--- src/rtl/cpu_isa_pkg.sv ---
// ISA constants shared by the multi-cycle controller and its condition evaluator.
package cpu_isa_pkg;

    typedef enum logic [1:0] {
        FETCH = 2'd0,
        EXEC  = 2'd1,
        MEM   = 2'd2
    } state_t;

    localparam logic [3:0] OP_RTYPE = 4'b0000;
    localparam logic [3:0] OP_CMP   = 4'b0011;
    localparam logic [3:0] OP_MEMX  = 4'b0100;
    localparam logic [3:0] OP_ADDI  = 4'b0101;
    localparam logic [3:0] OP_ADDUI = 4'b0110;
    localparam logic [3:0] OP_MOVIU = 4'b0111;
    localparam logic [3:0] OP_MOVI  = 4'b1000;
    localparam logic [3:0] OP_SUBI  = 4'b1001;
    localparam logic [3:0] OP_CMPI  = 4'b1011;
    localparam logic [3:0] OP_BCOND = 4'b1100;

    localparam logic [3:0] EXT_LOAD  = 4'b0000;
    localparam logic [3:0] EXT_STOR  = 4'b0001;
    localparam logic [3:0] EXT_JCOND = 4'b1100;
    localparam logic [3:0] EXT_MOV   = 4'b1101;

    localparam logic [3:0] COND_EQ = 4'b0000;
    localparam logic [3:0] COND_NE = 4'b0001;
    localparam logic [3:0] COND_CS = 4'b0010;
    localparam logic [3:0] COND_CC = 4'b0011;
    localparam logic [3:0] COND_HI = 4'b0100;
    localparam logic [3:0] COND_LS = 4'b0101;
    localparam logic [3:0] COND_GT = 4'b0110;
    localparam logic [3:0] COND_LE = 4'b0111;
    localparam logic [3:0] COND_FS = 4'b1000;
    localparam logic [3:0] COND_FC = 4'b1001;
    localparam logic [3:0] COND_GE = 4'b1100;
    localparam logic [3:0] COND_LT = 4'b1101;
    localparam logic [3:0] COND_UC = 4'b1110;

    localparam int PSR_N = 4;
    localparam int PSR_Z = 3;
    localparam int PSR_F = 2;
    localparam int PSR_L = 1;
    localparam int PSR_C = 0;

endpackage

--- src/rtl/cond_eval.sv ---
// Branch/jump condition evaluator: 4-bit condition code against PSR flags.
// Purely combinational; undefined codes never take.
module cond_eval
    import cpu_isa_pkg::*;
(
    input  logic [3:0] cond,
    input  logic [4:0] psr,
    output logic       taken
);

    logic n, z, f, l, c;

    assign n = psr[PSR_N];
    assign z = psr[PSR_Z];
    assign f = psr[PSR_F];
    assign l = psr[PSR_L];
    assign c = psr[PSR_C];

    always_comb begin
        taken = 1'b0;
        case (cond)
            COND_EQ: taken = z;
            COND_NE: taken = !z;
            COND_CS: taken = c;
            COND_CC: taken = !c;
            COND_HI: taken = l;
            COND_LS: taken = !l;
            COND_GT: taken = n;
            COND_LE: taken = !n;
            COND_FS: taken = f;
            COND_FC: taken = !f;
            COND_GE: taken = n | z;
            COND_LT: taken = !(n | z);
            COND_UC: taken = 1'b1;
            default: taken = 1'b0;
        endcase
    end

endmodule

--- src/rtl/cpu_controller_mc.sv ---
// Multi-cycle FETCH/EXEC/MEM control unit; the state register is the only storage.
// Outputs decode combinationally from state, INS, PSR and MemReady; MemReady stalls FETCH and MEM.
module cpu_controller_mc
    import cpu_isa_pkg::*;
#(
    parameter int DATA_W  = 16,
    parameter int REG_W   = 4,
    parameter int PCIMM_W = 8
) (
    input  logic               Clock,
    input  logic               Reset,
    input  logic [15:0]        INS,
    input  logic [4:0]         PSR,
    input  logic               MemReady,
    output logic [3:0]         OpCode,
    output logic [3:0]         OpExt,
    output logic               RegWrite,
    output logic [REG_W-1:0]   RegIn,
    output logic [REG_W-1:0]   RegA,
    output logic [REG_W-1:0]   RegB,
    output logic [DATA_W-1:0]  Immediate,
    output logic [PCIMM_W-1:0] PCImmediate,
    output logic [1:0]         SelALU,
    output logic               SelMEM,
    output logic               MemRW,
    output logic               PCWrite,
    output logic               PCIncrement,
    output logic               PCReset,
    output logic               IRReset,
    output logic               IRWrite,
    output logic               PSRReset,
    output logic               IllegalIns
);

    localparam logic [PCIMM_W-1:0] PC_STEP = PCIMM_W'(1);
    localparam logic [1:0] SEL_IMM = 2'b00;
    localparam logic [1:0] SEL_REG = 2'b01;
    localparam logic [1:0] SEL_MEM = 2'b10;

    state_t state, state_nxt;

    logic [3:0]         op, ext, cond;
    logic               taken;
    logic [DATA_W-1:0]  imm_sext, imm_zext, imm_high;

    assign op  = INS[15:12];
    assign ext = INS[11:8];

    // Jcond carries its condition in the low byte, Bcond in the ext nibble.
    assign cond = (op == OP_MEMX) ? INS[7:4] : INS[11:8];

    assign imm_sext = DATA_W'($signed(INS[11:4]));
    assign imm_zext = DATA_W'(INS[11:4]);
    assign imm_high = {INS[11:4], {(DATA_W-8){1'b0}}};

    cond_eval u_cond_eval (
        .cond  (cond),
        .psr   (PSR),
        .taken (taken)
    );

    always_ff @(posedge Clock or negedge Reset) begin
        if (!Reset) state <= FETCH;
        else        state <= state_nxt;
    end

    always_comb begin
        OpCode      = '0;
        OpExt       = '0;
        RegWrite    = 1'b0;
        RegIn       = '0;
        RegA        = '0;
        RegB        = '0;
        Immediate   = '0;
        PCImmediate = '0;
        SelALU      = SEL_IMM;
        SelMEM      = 1'b0;
        MemRW       = 1'b0;
        PCWrite     = 1'b0;
        PCIncrement = 1'b0;
        PCReset     = 1'b0;
        IRReset     = 1'b0;
        IRWrite     = 1'b0;
        PSRReset    = 1'b0;
        IllegalIns  = 1'b0;
        state_nxt   = state;

        // Everything, including the active-low resets, is forced low while Reset is held.
        if (Reset) begin
            PCReset  = 1'b1;
            IRReset  = 1'b1;
            PSRReset = 1'b1;

            case (state)
                FETCH: begin
                    SelMEM    = 1'b1;
                    IRWrite   = MemReady;
                    state_nxt = MemReady ? EXEC : FETCH;
                end

                EXEC: begin
                    state_nxt = FETCH;
                    case (op)
                        OP_RTYPE, OP_CMP: begin
                            OpCode      = op;
                            OpExt       = ext;
                            RegA        = REG_W'(INS[7:4]);
                            RegB        = REG_W'(INS[3:0]);
                            SelALU      = SEL_REG;
                            RegIn       = (op == OP_RTYPE) ? REG_W'(INS[3:0]) : '0;
                            RegWrite    = (op == OP_RTYPE);
                            PCIncrement = 1'b1;
                            PCImmediate = PC_STEP;
                        end
                        OP_ADDI, OP_SUBI, OP_ADDUI, OP_MOVI, OP_MOVIU: begin
                            if (op == OP_MOVIU)
                                Immediate = imm_high;
                            else if (op == OP_ADDUI || op == OP_MOVI)
                                Immediate = imm_zext;
                            else
                                Immediate = imm_sext;
                            RegB        = REG_W'(INS[3:0]);
                            RegIn       = REG_W'(INS[3:0]);
                            RegWrite    = 1'b1;
                            PCIncrement = 1'b1;
                            PCImmediate = PC_STEP;
                        end
                        OP_CMPI: begin
                            Immediate   = imm_sext;
                            RegB        = REG_W'(INS[3:0]);
                            PCIncrement = 1'b1;
                            PCImmediate = PC_STEP;
                        end
                        OP_MEMX: begin
                            case (ext)
                                EXT_LOAD, EXT_STOR: state_nxt = MEM;
                                EXT_JCOND: begin
                                    RegA = REG_W'(INS[3:0]);
                                    if (taken) begin
                                        PCWrite = 1'b1;
                                    end else begin
                                        PCIncrement = 1'b1;
                                        PCImmediate = PC_STEP;
                                    end
                                end
                                default: begin
                                    IllegalIns  = 1'b1;
                                    PCIncrement = 1'b1;
                                    PCImmediate = PC_STEP;
                                end
                            endcase
                        end
                        OP_BCOND: begin
                            PCIncrement = 1'b1;
                            PCImmediate = taken ? PCIMM_W'($signed(INS[7:0])) : PC_STEP;
                        end
                        default: begin
                            IllegalIns  = 1'b1;
                            PCIncrement = 1'b1;
                            PCImmediate = PC_STEP;
                        end
                    endcase
                end

                MEM: begin
                    SelMEM = 1'b1;
                    RegB   = REG_W'(INS[7:4]);
                    OpCode = OP_RTYPE;
                    OpExt  = EXT_MOV;
                    if (ext == EXT_LOAD) begin
                        SelALU   = SEL_MEM;
                        RegIn    = REG_W'(INS[3:0]);
                        RegWrite = MemReady;
                    end else if (ext == EXT_STOR) begin
                        RegA  = REG_W'(INS[3:0]);
                        MemRW = 1'b1;
                    end
                    if (MemReady) begin
                        PCIncrement = 1'b1;
                        PCImmediate = PC_STEP;
                        state_nxt   = FETCH;
                    end
                end

                default: state_nxt = FETCH;
            endcase
        end
    end

endmodule

--- config.mk ---
export PLATFORM = sky130hd
export DESIGN_NAME = cpu_controller_mc
export DESIGN_NICKNAME = d
export VERILOG_FILES = /design/src/rtl/cpu_isa_pkg.sv /design/src/rtl/cond_eval.sv /design/src/rtl/cpu_controller_mc.sv
export SDC_FILE = /design/constraint.sdc
export NUM_CORES = 1
export LEC_CHECK = 0
export CORE_MARGIN = 8
export CORE_UTILIZATION = 36
export CTS_CLUSTER_DIAMETER = 120
export DETAILED_ROUTE_END_ITERATION = 12
export PLACE_DENSITY = 0.83
export RECOVER_POWER = 100
export SYNTH_ARGS = -nofsm -noshare
export SYNTH_HDL_FRONTEND = slang
export SYNTH_HIERARCHICAL = 1
export SYNTH_SLANG_ARGS = --single-unit
export TNS_END_PERCENT = 5
--- constraint.sdc ---
create_clock -name Clock -period 4.1 [get_ports Clock]
set_input_delay 0.615 -clock Clock [delete_from_list [all_inputs] [get_ports Clock]]
set_output_delay 0.615 -clock Clock [all_outputs]
set_load 0.02 [all_outputs]
# == Word-level counts from Yosys, hierarchy flattened ==
# Cells that the tools add are included.
# word_totals
register_bits,2
latch_bits,0
mem_bits_rw,0
romBits,0
input_bits,24
output_inout_bits,56
elab_cells,118
memories,0
# classes
n_addsub,0
mul,0
n_div,0
magnitude_cmp,0
eq_ne,26
shifts,0
n_mux,71
n_bitwise,1
reduce_logical,19
# ops
operator,count
16-bit two-way mux,4
4-bit two-way mux,15
4-bit case mux with 2 select lines,6
"4-bit equality test, second input constant",10
"4-bit by 3-bit equality test with 1-bit output, second input constant",8
16-bit case mux with 2 select lines,1
8-bit case mux with 2 select lines,2
1-bit two-way mux,27
8-bit two-way mux,2
1-bit case mux with 13 select lines,1
"4-bit by 2-bit equality test with 1-bit output, second input constant",3
4-bit zero test,3
1-bit case mux with 2 select lines,6
2-bit two-way mux,5
9-bit OR reduction,1
"4-bit by 1-bit equality test with 1-bit output, second input constant",2
8-bit OR reduction,1
1-bit zero test,6
2-bit case mux with 3 select lines,1
2-bit OR reduction,3
5-bit OR reduction,1
2-bit case mux with 2 select lines,1
3-bit OR reduction,1
"2-bit by 1-bit equality test with 1-bit output, second input constant",1
6 further kinds,6

# == Logic depth before layout (Yosys ltp) ==
# depth
ltp_word,9
depth_mapped,10
depth_no_buf,9

# == Cells and area by module ==
# Netlist, hierarchy kept.
# modules_own_cells
mod,n_inst,cells_each,area_per_inst_um2,seq_area_each_um2
cpu_controller_mc,1,145,997.2,50.0
cond_eval,1,21,138.9,0.0

# == Worst setup path before layout ==
# OpenSTA, ideal clock, no wires.
# synth_timing
path_kind,input to output
from,in INS[12]
to,out PCImmediate[0]
t_arrival_ps,2903
t_required_ps,3485
path_slack_ps,582
stages,10
n_path_buf,1
path_cell_list,nor4b_4 > mux2_2 > buf_6 > nand2b_1 > and4b_1 > o31ai_1 > nand4_1 > a21oi_1 > o21ai_0 > a41oi_1
# synth_via
elab_chain_len,9
elab_cells_between_ends,23
classes_between,14 x eq/ne; 8 x mux; 1 x reduce/logical
# synth_rtl
element,line_no,rtl
"start, declared",cpu_controller_mc.sv:12,"input logic [15:0] INS,"
4-bit by 3-bit equality test with 1-bit output *,cpu_controller_mc.sv:50,assign cond = (op == OP_MEMX) ? INS[7:4] : INS[11:8];
4-bit two-way mux *,cpu_controller_mc.sv:50,
named net cond[3],cpu_controller_mc.sv:42,"logic [3:0] op, ext, cond;"
"4-bit equality test, or another cell as far along",cond_eval.sv:21,case (cond)
1-bit case mux with 13 select lines *,cond_eval.sv:21,
named net taken,cpu_controller_mc.sv:43,logic taken;
1-bit two-way mux,cpu_controller_mc.sv:139,if (taken) begin
1-bit case mux with 2 select lines,cpu_controller_mc.sv:135,case (ext)
8-bit case mux with 2 select lines *,cpu_controller_mc.sv:103,case (op)
8-bit case mux with 2 select lines *,cpu_controller_mc.sv:94,case (state)
8-bit two-way mux *,cpu_controller_mc.sv:89,if (Reset) begin
"end, declared",cpu_controller_mc.sv:22,"output logic [PCIMM_W-1:0] PCImmediate,"
# Mark *: on every way through the listed nets, which the timed path passes. The rest lies on a longest branch.

# == Worst setup path in the final report ==
# layout_timing
from,in INS[14]
to,out PCImmediate[0]
# Same word-level chain as after synthesis.

==> flow_summary.json <==
{
  "outcome": "finished clean",
  "pwr-share-seq_pct": 10.0,
  "crit_chain": "clkdlybuf4s50_1 -> nor4b_4 -> buf_4 -> mux2_4 -> nand2b_1 -> and4b_1 -> o31ai_1 -> nand4_1 -> buf_4 -> a21oi_1 -> o21ai_0 -> a41oi_1 -> buf_4",
  "area_delta_synth_final_pct": 77.20,
  "synthArstFlopShare_pct": 100.0,
  "period_share_pct": 97.63,
  "wl_per_cell_um": 16.30,
  "min_period_ns": 4.003,
  "regMostFlops": "state",
  "leakage_nw": 0.9525,
  "first_iter_violations": 140,
  "synth_ff_type": "dfrtp_1",
  "root_buffer": "clkbuf_4",
  "crit_top_cell": "buf_4",
  "clkLatencyLatePin_ns": 0.24,
  "maxCapViolCount": 0,
  "row_count": 20,
  "rrSetupSlack_ns": 2.50,
  "fillers": 283,
  "syn_inst": 166,
  "postRouteAntennaNets": 0,
  "setup_ws_ns": 0.09718,
  "synth_top_cell_by_area": "o21ai_0",
  "numCtsBuffers": 3,
  "worstReg2RegEnd": "state[1]",
  "r2r-start": "state[0]",
  "fin_hold_ws_ns": 0.5147,
  "synth_area_per_cell_sq_um": 6.844,
  "power_frac_clock_pct": 21.4,
  "slowest_stage": "clkdlybuf4s50_1",
  "cts_max_level": 1,
  "ys_types": 48,
  "synth_common_cells": "nand2_1, o21ai_0, and2_1, nand3_1",
  "dpl-instance-area_sq_um": 2022,
  "pin_count": 80,
  "sw_frac_of_total_pct": 43.95,
  "cts-hold-fix-buffers": 0,
  "place_congestion": 0.8988,
  "cp_slowest_stage_delay_ns": 0.48,
  "core_area_sq_um": 3028,
  "num_antenna_cells": 0,
  "io_buffers": 77,
  "worstSetupPathType": "in2out",
  "setup_tns_ns": 0,
  "start_util_pct": 37.52,
  "grt_pass1_wl_um": 7610,
  "antenna_found_initial": 0,
  "drive_gt1_share_pct": 17.79,
  "worst-endpoint-arrival_ns": 3.39,
  "final_cells": 297,
  "synth_top_area_share_pct": 5.727,
  "synth.area.top_cells": "o21ai_0, and2_1, a22o_1, nand2_1, and3_1",
  "timing.fmax_mhz": 249.8,
  "p_comb_share_pct": 68.6,
  "fp.dieH_um": 72.18,
  "grt_usage_pct": 17.77,
  "via_per_inst": 5.320,
  "routed_wirelength_um": 4840,
  "reg2regPathDepth": 5,
  "power_density_nw_per_um2": 110.7,
  "multi_input_area_sq_um": 974.7,
  "max_slew_margin_pct": 30.55,
  "dp_cells": 293,
  "ir_worst_vdd_mv": 0.1523,
  "finalSetupViolations": 0,
  "yosysSeqAreaShare_pct": 4.405,
  "largest_register_ffs": 2,
  "via_count": 1580,
  "largest_registers": "state x2",
  "tritoncts": "built",
  "p_sw_mw": 0.09794,
  "internal_power_mw": 0.1249,
  "cp.required_ns": 3.48,
  "cp_max_fo": 7,
  "yosysMostFrequentCell": "nand2_1",
  "drc": 0,
  "hold_path_end": "state[1]",
  "critPathCaptureType": "output port",
  "synth_edf_count": 0,
  "first_pass_iters": 4,
  "finClkSkew_ns": 0.01124,
  "die-area_sq_um": 5209,
  "clk_pin_slew_worst_paths_ns": 0.04,
  "grt_overflow_total": 0,
  "hold_path_depth": 2,
  "dp_slack_ns": -0.3470,
  "hpwl_um": 3870,
  "hold_viol": 0,
  "cts.sinks": 2,
  "die_w_um": 72.18,
  "drv_slew": 0,
  "cp-start-kind": "input pin",
  "clock_tree.buffer_depth": 2,
  "grt_max_degree": 14,
  "ys.warnings.count": 6,
  "hold_path.class": "reg2reg",
  "netlist_area_sq_um": 1136,
  "num-nets-final": 282,
  "post-route-cell-area_sq_um": 2013,
  "seq_area_sq_um": 50.05,
  "worst_slew_pin_slew_ns": 1.040,
  "min_from": "state[1]",
  "yosys_register_bits": 2,
  "grt_pass1_vias": 1545
}
how the worst max path moves through the flow:
| stage | slack [ns] | start | endpoint | depth (start not counted) |
|---|---|---|---|---|
| 6_report | 0.1 | INS[14] | PCImmediate[0] | 13 |
| 5_1_grt | -0.02 | INS[14] | PCImmediate[0] | 13 |
| 4_1_cts | -0.001 | INS[12] | PCImmediate[0] | 12 |
| 3_5_place_dp | -0.35 | INS[12] | PCImmediate[0] | 12 |
| 3_3_place_gp | -0.29 | INS[12] | PCImmediate[0] | 12 |
| 2_1_floorplan | 0.58 | INS[12] | PCImmediate[0] | 10 |
logic make-up (layout without fill, tap and decap cells):
kind of cell,Yosys count,in the layout,share of synthesized area (%)
muxes,7,7,6.608
other,1,2,0.3301
AOI/OAI and AO/OA,43,43,27.20
DFF,2,2,4.405
adders and majority gates,3,3,3.304
xor gates and xnor gates,1,1,0.7711
and+or+nand+nor,89,89,47.47
buffers and inverters,20,106,9.911
cell usage in the layout, fill, tap and decap left out, types with 4 or more instances in the layout:
cell / netlist / final
o21ai_0: 13 / 13
dlygate4sd3_1: 0 / 41
a22o_1: 7 / 7
nor2b_1: 7 / 7
nor2_1: 9 / 9
nand2_1: 16 / 16
o21a_1: 7 / 7
nor4b_1: 5 / 4
and2_1: 10 / 9
clkbuf_2: 0 / 6
a21oi_1: 5 / 6
nor3_1: 5 / 5
inv_1: 5 / 5
nand3_1: 10 / 10
and3_1: 9 / 9
clkdlybuf4s50_1: 0 / 23
buf_4: 7 / 20
power groups by stage:
stage          clock network [mW]  registers (mW)  logic (mW)
2_1_floorplan                   0          0.0220      0.0809
5_1_grt                    0.0518          0.0224       0.165
3_3_place_gp                    0          0.0221       0.152
3_5_place_dp                    0          0.0224       0.153
6_report                   0.0476          0.0223       0.153
4_1_cts                    0.0495          0.0222       0.154
metrics by stage:
step	total power, mW	util (%)
floorplan	0.1029	-
global placement	0.1743	66.78
detailed placement	0.1755	66.78
CTS	0.2258	68.06
global route	0.2391	66.49
finish	0.2228	66.49
metal layers:
metal	GRT usage, %	routed length (um)	vias to the layer above
li1	-	-	782
met1	22.08	2083	735
met2	30.79	2429	59
met3	2.617	281	4
met4	4.535	46	0
met5	0	0	-
timing repair:
item | 4_1_cts | 5_1_grt
gates cloned | 0 | 0
pin swaps | 0 | 4
gates resized for setup | 31 | 14
buffers inserted | 0 | 1
setup endpoints to repair | 10 | 9
cell type report:
| type | instances | share of cell area, % |
|---|---|---|
| clock buffer | 3 | 1.119 |
| tap | 44 | 2.735 |
| multi-input combinational | 145 | 48.42 |
| sequential | 2 | 2.486 |
| inverter | 5 | 0.9323 |
| timing repair buffer | 98 | 44.31 |
worst max-delay path, delay by kind of cell:
family / cells / cell delay [ns]
buffers and inverters: 4 / 1.04
AND/OR/NAND/NOR: 4 / 0.71
AO/OA/AOI/OAI: 4 / 0.68
multiplexers: 1 / 0.34
(Power assumes the default switching activity.)
